--- config.mk ---
export PLATFORM = sky130hd
export DESIGN_NAME = mem_ctrl
export DESIGN_NICKNAME = d
export VERILOG_FILES = /design/src/rtl/mem_ctrl_pkg.sv /design/src/rtl/mem_ctrl.sv
export SDC_FILE = /design/constraint.sdc
export NUM_CORES = 1
export LEC_CHECK = 0
export ABC_AREA = 1
export CAP_MARGIN = 10
export CELL_PAD_IN_SITES_DETAIL_PLACEMENT = 0
export CELL_PAD_IN_SITES_GLOBAL_PLACEMENT = 2
export CORE_ASPECT_RATIO = 1.25
export CORE_UTILIZATION = 25
export CTS_CLUSTER_SIZE = 8
export DETAILED_ROUTE_END_ITERATION = 7
export PLACE_DENSITY = 0.86
export SLEW_MARGIN = 25
export SYNTH_ARGS = -nofsm -noshare
export SYNTH_HDL_FRONTEND = slang
export SYNTH_SLANG_ARGS = --single-unit
--- constraint.sdc ---
create_clock -name clk -period 7.2 [get_ports clk]
set_input_delay 1.08 -clock clk [delete_from_list [all_inputs] [get_ports clk]]
set_output_delay 1.08 -clock clk [all_outputs]
set_load 0.05 [all_outputs]
--- src/rtl/mem_ctrl_pkg.sv ---
// -----------------------------------------------------------------------------
// mem_ctrl_pkg
//   Shared definitions for the byte-serial memory controller:
//     state_t    - controller FSM state encoding
//     owner_t    - which requester a transaction belongs to
//     LEN_B/H/W  - mem_len codes (code 3 behaves like LEN_W)
//     ZeroWord   - all-zero data word used to clear assembly registers
//     len_bytes  - byte count for a mem_len code
// -----------------------------------------------------------------------------
package mem_ctrl_pkg;

  typedef enum logic [2:0] {
    ST_IDLE   = 3'd0,
    ST_IF_RD  = 3'd1,
    ST_MEM_RD = 3'd2,
    ST_MEM_WR = 3'd3,
    ST_DONE   = 3'd4
  } state_t;

  typedef enum logic {
    OWN_IF  = 1'b0,
    OWN_MEM = 1'b1
  } owner_t;

  localparam logic [1:0]  LEN_B    = 2'd0;
  localparam logic [1:0]  LEN_H    = 2'd1;
  localparam logic [1:0]  LEN_W    = 2'd2;
  localparam logic [31:0] ZeroWord = 32'h0000_0000;

  // Number of bytes moved for a load/store length code.
  function automatic logic [2:0] len_bytes(input logic [1:0] len);
    logic [2:0] n;
    case (len)
      LEN_B:   n = 3'd1;
      LEN_H:   n = 3'd2;
      default: n = 3'd4;
    endcase
    return n;
  endfunction

endpackage

--- src/rtl/mem_ctrl.sv ---
// -----------------------------------------------------------------------------
// mem_ctrl
//   Arbitrates an instruction-fetch port and a load/store port onto a single
//   byte-wide synchronous RAM. Words are moved one byte per cycle,
//   little-endian. The load/store port has fixed priority over fetch.
//
// Handshake (both request ports): the requester raises *_req with its
// address/controls and holds all of them stable until the matching *_done
// pulse (one cycle); it may drop *_req in the cycle after *_done. A request
// raised while the controller is busy simply waits. stall_* is high while a
// request is pending and not yet completing.
//
// Ports
//   clk, rst          clock (rising edge), asynchronous active-low reset
//   if_req/if_addr    fetch request and byte address
//   if_done/if_data   fetch-complete pulse and fetched word
//   mem_req/mem_we    load/store request, 1 = store
//   mem_len/mem_addr  size code (LEN_B/H/W) and byte address
//   mem_wdata         store data (low bytes used)
//   mem_done/mem_rdata access-complete pulse and zero-extended load data
//   flush             aborts an in-flight fetch
//   ram_a/ram_dout/ram_wr/ram_din  byte RAM port, read data one cycle late
//   stall_if/stall_mem stall requests
//   dbg_state         current FSM state, for observation only
// -----------------------------------------------------------------------------
module mem_ctrl
  import mem_ctrl_pkg::*;
#(
  parameter int RAM_AW = 17
) (
  input  logic              clk,
  input  logic              rst,
  input  logic              if_req,
  input  logic [31:0]       if_addr,
  output logic              if_done,
  output logic [31:0]       if_data,
  input  logic              mem_req,
  input  logic              mem_we,
  input  logic [1:0]        mem_len,
  input  logic [31:0]       mem_addr,
  input  logic [31:0]       mem_wdata,
  output logic              mem_done,
  output logic [31:0]       mem_rdata,
  input  logic              flush,
  output logic [RAM_AW-1:0] ram_a,
  output logic [7:0]        ram_dout,
  output logic              ram_wr,
  input  logic [7:0]        ram_din,
  output logic              stall_if,
  output logic              stall_mem,
  output state_t            dbg_state
);

  state_t              state_q,     state_d;
  logic [2:0]          cnt_q,       cnt_d;
  logic [2:0]          n_q,         n_d;
  logic [RAM_AW-1:0]   base_q,      base_d;
  owner_t              owner_q,     owner_d;
  logic [31:0]         if_data_q,   if_data_d;
  logic [31:0]         mem_rdata_q, mem_rdata_d;

  // Byte lane filled by the RAM data returning this cycle: the address
  // for lane k was presented in the previous cycle, when cnt was k.
  logic [1:0]          lane;
  logic [RAM_AW-1:0]   cur_addr;

  // Address bits above the RAM width are intentionally ignored.
  generate
    if (RAM_AW < 32) begin : g_unused
      logic unused_addr_bits;
      assign unused_addr_bits = ^{if_addr[31:RAM_AW], mem_addr[31:RAM_AW]};
    end
  endgenerate

  always_comb begin
    state_d     = state_q;
    cnt_d       = cnt_q;
    n_d         = n_q;
    base_d      = base_q;
    owner_d     = owner_q;
    if_data_d   = if_data_q;
    mem_rdata_d = mem_rdata_q;
    ram_a       = '0;
    ram_dout    = 8'h00;
    ram_wr      = 1'b0;
    lane        = cnt_q[1:0] - 2'd1;
    // Sum is truncated to RAM_AW bits, so accesses wrap around the RAM.
    cur_addr    = base_q + RAM_AW'(cnt_q);

    case (state_q)
      ST_IDLE: begin
        cnt_d = 3'd0;
        if (mem_req) begin
          owner_d = OWN_MEM;
          base_d  = mem_addr[RAM_AW-1:0];
          n_d     = len_bytes(mem_len);
          if (mem_we) begin
            state_d = ST_MEM_WR;
          end else begin
            // Clearing here leaves unread upper bytes at zero.
            mem_rdata_d = ZeroWord;
            state_d     = ST_MEM_RD;
          end
        end else if (if_req) begin
          owner_d   = OWN_IF;
          base_d    = if_addr[RAM_AW-1:0];
          n_d       = 3'd4;
          if_data_d = ZeroWord;
          state_d   = ST_IF_RD;
        end
      end

      ST_IF_RD, ST_MEM_RD: begin
        if (state_q == ST_IF_RD && flush) begin
          // Redirect: drop the fetch without completing it.
          state_d = ST_IDLE;
          cnt_d   = 3'd0;
        end else begin
          if (cnt_q < n_q) begin
            ram_a = cur_addr;
          end
          if (cnt_q != 3'd0) begin
            if (owner_q == OWN_IF) begin
              if_data_d[{lane, 3'b000} +: 8] = ram_din;
            end else begin
              mem_rdata_d[{lane, 3'b000} +: 8] = ram_din;
            end
          end
          // n address cycles plus one trailing capture cycle.
          if (cnt_q == n_q) begin
            state_d = ST_DONE;
            cnt_d   = 3'd0;
          end else begin
            cnt_d = cnt_q + 3'd1;
          end
        end
      end

      ST_MEM_WR: begin
        ram_wr   = 1'b1;
        ram_a    = cur_addr;
        ram_dout = mem_wdata[{cnt_q[1:0], 3'b000} +: 8];
        if (cnt_q == n_q - 3'd1) begin
          state_d = ST_DONE;
          cnt_d   = 3'd0;
        end else begin
          cnt_d = cnt_q + 3'd1;
        end
      end

      ST_DONE: begin
        // No capture happens here, so data outputs stay stable during
        // the done pulse. No new grant is taken in this cycle.
        state_d = ST_IDLE;
      end

      default: begin
        state_d = ST_IDLE;
        cnt_d   = 3'd0;
      end
    endcase
  end

  always_ff @(posedge clk or negedge rst) begin
    if (!rst) begin
      state_q     <= ST_IDLE;
      cnt_q       <= 3'd0;
      n_q         <= 3'd0;
      base_q      <= '0;
      owner_q     <= OWN_IF;
      if_data_q   <= ZeroWord;
      mem_rdata_q <= ZeroWord;
    end else begin
      state_q     <= state_d;
      cnt_q       <= cnt_d;
      n_q         <= n_d;
      base_q      <= base_d;
      owner_q     <= owner_d;
      if_data_q   <= if_data_d;
      mem_rdata_q <= mem_rdata_d;
    end
  end

  assign if_done   = (state_q == ST_DONE) && (owner_q == OWN_IF);
  assign mem_done  = (state_q == ST_DONE) && (owner_q == OWN_MEM);
  assign if_data   = if_data_q;
  assign mem_rdata = mem_rdata_q;
  assign stall_if  = if_req & ~if_done;
  assign stall_mem = mem_req & ~mem_done;
  assign dbg_state = state_q;

endmodule
==> metrics.txt <==
# TYPE chip_impl_metric gauge
chip_impl_info{name="outcome",value="completed"} 1
chip_impl_metric{name="first_pass_grt_wire_length",unit="µm"} 28300
chip_impl_metric{name="detail_route.drc_violations",unit=""} 0
chip_impl_info{name="mostFrequentLayoutCell",value="sky130_fd_sc_hd__nand2_1"} 1
chip_impl_metric{name="post_cts_resize_count",unit=""} 0
chip_impl_metric{name="finClkSkew",unit="ns"} 0.00686
chip_impl_metric{name="max-vdd-ir-drop",unit="mV"} 0.253
chip_impl_metric{name="port-buffer-count",unit=""} 178
chip_impl_metric{name="multiInputGateArea",unit="mm²"} 0.00275
chip_impl_info{name="crit-reg2reg-capture",value="mem_rdata[11]"} 1
chip_impl_metric{name="syn_to_final_growth",unit="%"} 43.3
chip_impl_metric{name="crit_fanout",unit=""} 16
chip_impl_metric{name="clock.fmax",unit="MHz"} 195
chip_impl_metric{name="floorplan.rows",unit=""} 59
chip_impl_metric{name="synth_edf_count",unit=""} 0
chip_impl_metric{name="synth_top_area_share",unit="%"} 42.7
chip_impl_metric{name="synth-async-reset-ratio",unit="%"} 100
chip_impl_metric{name="reg2reg_depth",unit=""} 8
chip_impl_metric{name="vias_in_the_first_global_route",unit=""} 5231
chip_impl_metric{name="io-pin-count",unit=""} 209
chip_impl_metric{name="grt_util_met3",unit="%"} 3.36
chip_impl_metric{name="routedWlPerCell",unit="µm"} 14.9
chip_impl_metric{name="die_height",unit="µm"} 165
chip_impl_metric{name="ant_nets",unit=""} 0
chip_impl_metric{name="synth.avg_cell_area",unit="µm²"} 7.14
chip_impl_metric{name="drive_gt1_share",unit="%"} 4.16
chip_impl_metric{name="cts.clk_slew.worst_paths",unit="ns"} 0.06
chip_impl_metric{name="fillerInstances",unit=""} 2233
chip_impl_metric{name="arrival",unit="ns"} 4.05
chip_impl_metric{name="total_routing_resource_utilization_after_global_routing",unit="%"} 16.6
chip_impl_info{name="synth_largest_area_cell",value="sky130_fd_sc_hd__dfrtp_1"} 1
chip_impl_info{name="global_route.peak_usage_layer",value="met2"} 1
chip_impl_info{name="clockRootBuffer",value="sky130_fd_sc_hd__clkbuf_16"} 1
chip_impl_info{name="setup_repair_after_global_routing_missed_its_margin",value="no"} 1
chip_impl_metric{name="routed-via-count",unit=""} 5417
chip_impl_metric{name="clockBufferDepth",unit=""} 2
chip_impl_metric{name="grt.met1_usage",unit="%"} 20.8
chip_impl_metric{name="synth_area",unit="mm²"} 0.00533
chip_impl_metric{name="gpl.final_weighted_congestion",unit=""} 0.809
chip_impl_metric{name="fin_tns_setup",unit="ns"} 0
chip_impl_metric{name="global_route.usage.met2",unit="%"} 28.2
chip_impl_metric{name="post_cts_buffers",unit=""} 0
chip_impl_info{name="synth_top_flop_cell",value="sky130_fd_sc_hd__dfrtp_1"} 1
chip_impl_metric{name="initial_utilization",unit="%"} 25.5
chip_impl_metric{name="grt_antenna_before_repair",unit=""} 0
chip_impl_metric{name="power.static_leakage",unit="nW"} 3.53
chip_impl_metric{name="detailed_place.area",unit="mm²"} 0.00736
chip_impl_metric{name="globalRoute.totalOverflow",unit=""} 0
chip_impl_metric{name="vias_per_std_cell",unit=""} 4.56
chip_impl_info{name="netlist_top_cells_area",value="sky130_fd_sc_hd__dfrtp_1 (43%), sky130_fd_sc_hd__nand2_1 (16%), sky130_fd_sc_hd__nor2_1 (9.4%)"} 1
chip_impl_metric{name="routed_wirelength",unit="µm"} 17700
chip_impl_info{name="rr_startpoint",value="cnt_q[0]"} 1
chip_impl_metric{name="pin_count_of_the_biggest_net_entering_global_routing",unit=""} 55
chip_impl_metric{name="worst_skew_pair.late_latency",unit="ns"} 0.35
chip_impl_metric{name="hpwl",unit="µm"} 13100
chip_impl_metric{name="antenna_cells_inserted",unit=""} 0
chip_impl_metric{name="timing.max_cap.violations",unit=""} 0
chip_impl_metric{name="finalHoldViolations",unit=""} 0
chip_impl_metric{name="ys_seq_elements",unit=""} 91
chip_impl_metric{name="yosysWarnings",unit=""} 0
chip_impl_info{name="clock_tree_from_tritoncts",value="built"} 1
chip_impl_info{name="layout.cells.most_common_list",value="sky130_fd_sc_hd__nand2_1 (231), sky130_fd_sc_hd__clkdlybuf4s50_1 (177), sky130_fd_sc_hd__nor2_1 (133), sky130_fd_sc_hd__dfrtp_1 (91), sky130_fd_sc_hd__nand3_1 (59)"} 1
chip_impl_metric{name="final-max-slew-violation-count",unit=""} 0
chip_impl_metric{name="cts_htree_levels",unit=""} 3
chip_impl_metric{name="core_area",unit="mm²"} 0.0209
chip_impl_metric{name="part_of_the_cycle_the_worst_path_needs",unit="%"} 71.3
chip_impl_metric{name="power.density",unit="mW/mm²"} 394
chip_impl_metric{name="final.min_clock_period",unit="ns"} 5.13
chip_impl_info{name="min_delay_worst_endpoint",value="mem_rdata[19]"} 1
chip_impl_metric{name="num-nets-final",unit=""} 1035
chip_impl_info{name="cp-end-kind",value="primary output"} 1
chip_impl_metric{name="finalInstanceArea",unit="mm²"} 0.00764
chip_impl_info{name="path_category_of_the_worst_min_delay_check",value="register to register"} 1
chip_impl_metric{name="worstMarginPinSlew",unit="ns"} 0.880
chip_impl_metric{name="r2r_slack",unit="ns"} 3.72
chip_impl_metric{name="clock_sink_count",unit=""} 91
chip_impl_metric{name="hold-path-cell-count",unit=""} 2
chip_impl_metric{name="drt_iter0_drc",unit=""} 289
chip_impl_metric{name="cts.hold.buffers_added",unit=""} 0
chip_impl_metric{name="max-slew-margin-rel",unit="%"} 41.2
chip_impl_metric{name="seq_area_frac_synth",unit="%"} 42.7
chip_impl_metric{name="synthCells",unit=""} 747
chip_impl_metric{name="seqCellArea",unit="mm²"} 0.00228
chip_impl_info{name="timing_worst_setup_path_type",value="register to primary output"} 1
chip_impl_metric{name="total_setup_violations_reported_at_the_end_of_the_flow",unit=""} 0
chip_impl_info{name="setup.worst_path.start_class",value="register"} 1
chip_impl_metric{name="detailedRoute.firstPassIterationCount",unit=""} 4
chip_impl_metric{name="cts_buffers",unit=""} 9
chip_impl_info{name="holdCritStartpoint",value="mem_rdata[19]"} 1
chip_impl_metric{name="cp_data_required_time",unit="ns"} 6.12
chip_impl_metric{name="die_width",unit="µm"} 133
chip_impl_metric{name="yosysUniqueCellTypes",unit=""} 31
chip_impl_metric{name="synth_nets",unit=""} 873
chip_impl_metric{name="die_area",unit="mm²"} 0.0219
-- metrics by stage --
step	hold slack [ns]	setup slack (ns)	power, mW	utilization (%)	instances
floorplan	0.456	3.29	2.02	-	747
global placement	0.456	2.27	2.58	35.2	1172
detailed placement	0.457	2.30	2.58	35.2	1172
CTS	0.474	1.91	3.06	36.6	1188
global route	0.486	1.64	3.26	36.6	1188
finish	0.469	2.07	3.01	36.6	1188
-- state kept, by name, indices dropped and copies added (netlist names) --
register and cells:
mem_rdata 32, cnt_q 3, owner_q 1, dbg_state 3
n_q 3, base_q 17, if_data 32
-- cell type report --
type | count | area share [%]
multi-input combinational | 580 | 36.0
sequential | 91 | 29.8
timing repair buffer | 186 | 24.1
tap | 274 | 4.49
clock buffer | 11 | 3.18
inverter | 41 | 2.01
clock inverter | 5 | 0.507
-- synthesized netlist by cell type, types with 2 or more instances --
library cell / n
sky130_fd_sc_hd__buf_2: 11
sky130_fd_sc_hd__clkinv_1: 2
sky130_fd_sc_hd__nand3_1: 59
sky130_fd_sc_hd__inv_2: 2
sky130_fd_sc_hd__ha_1: 13
sky130_fd_sc_hd__xor2_1: 3
sky130_fd_sc_hd__nand2_1: 231
sky130_fd_sc_hd__o21ai_0: 24
sky130_fd_sc_hd__or2_2: 4
sky130_fd_sc_hd__xnor2_1: 4
sky130_fd_sc_hd__buf_4: 3
sky130_fd_sc_hd__nor3b_1: 2
sky130_fd_sc_hd__o31ai_1: 18
sky130_fd_sc_hd__a21oi_1: 11
sky130_fd_sc_hd__dfrtp_1: 91
sky130_fd_sc_hd__nor2_1: 133
sky130_fd_sc_hd__inv_1: 37
sky130_fd_sc_hd__nor3_1: 19
sky130_fd_sc_hd__nand4_1: 46
sky130_fd_sc_hd__clkbuf_1: 20
sky130_fd_sc_hd__nand3_2: 4
-- power by group --
part	internal [mW]	total (mW)	switching, mW
Combinational	0.507	1.79	1.28
Clock	0.245	0.456	0.211
Sequential	0.625	0.765	0.140
Total	1.38	3.01	1.63
-- worst max-delay path, stage by stage, from the launching register on --
cell	delay [ns]
sky130_fd_sc_hd__dfrtp_1	0.77
sky130_fd_sc_hd__clkinv_1	0.61
sky130_fd_sc_hd__fa_1	0.60
sky130_fd_sc_hd__o21ai_0	0.42
sky130_fd_sc_hd__nand2_1	0.15
sky130_fd_sc_hd__nor2_1	0.12
sky130_fd_sc_hd__nor2_1	0.04
sky130_fd_sc_hd__nor2_1	0.08
sky130_fd_sc_hd__nand2_1	0.07
sky130_fd_sc_hd__inv_1	0.05
sky130_fd_sc_hd__clkdlybuf4s50_1	0.79
-- routing by layer --
layer / vias to the layer above / routed length [µm] / part of all wire, %
met1: 2453 / 7730 / 44
met4: 0 / 312 / 1.8
met2: 158 / 8670 / 49
met3: 18 / 975 / 5.5
met5: - / 0 / 0
li1: 2788 / - / -
-- cell families (layout without fill, tap and decap cells) --
group                      Yosys count  after routing  synth area share, %
and+or+nand+nor                    502            502                 40.4
adders and majority gates           14             14                 3.43
DFF                                 91             91                 42.7
xor gates and xnor gates             7              7                 1.15
buffers and inverters               76            243                 5.82
AOI/OAI and AO/OA                   57             57                 6.48
-- worst max path at each step --
stage / startpoint / cells after the start / slack, ns / end
2_1_floorplan: cnt_q[1] / 6 / 3.29 / ram_a[2]
3_3_place_gp: cnt_q[1] / 10 / 2.27 / ram_a[16]
3_5_place_dp: cnt_q[1] / 10 / 2.30 / ram_a[16]
4_1_cts: cnt_q[1] / 10 / 1.91 / ram_a[16]
5_1_grt: cnt_q[1] / 10 / 1.64 / ram_a[16]
6_report: cnt_q[1] / 10 / 2.07 / ram_a[16]
(Power assumes the default switching activity.)
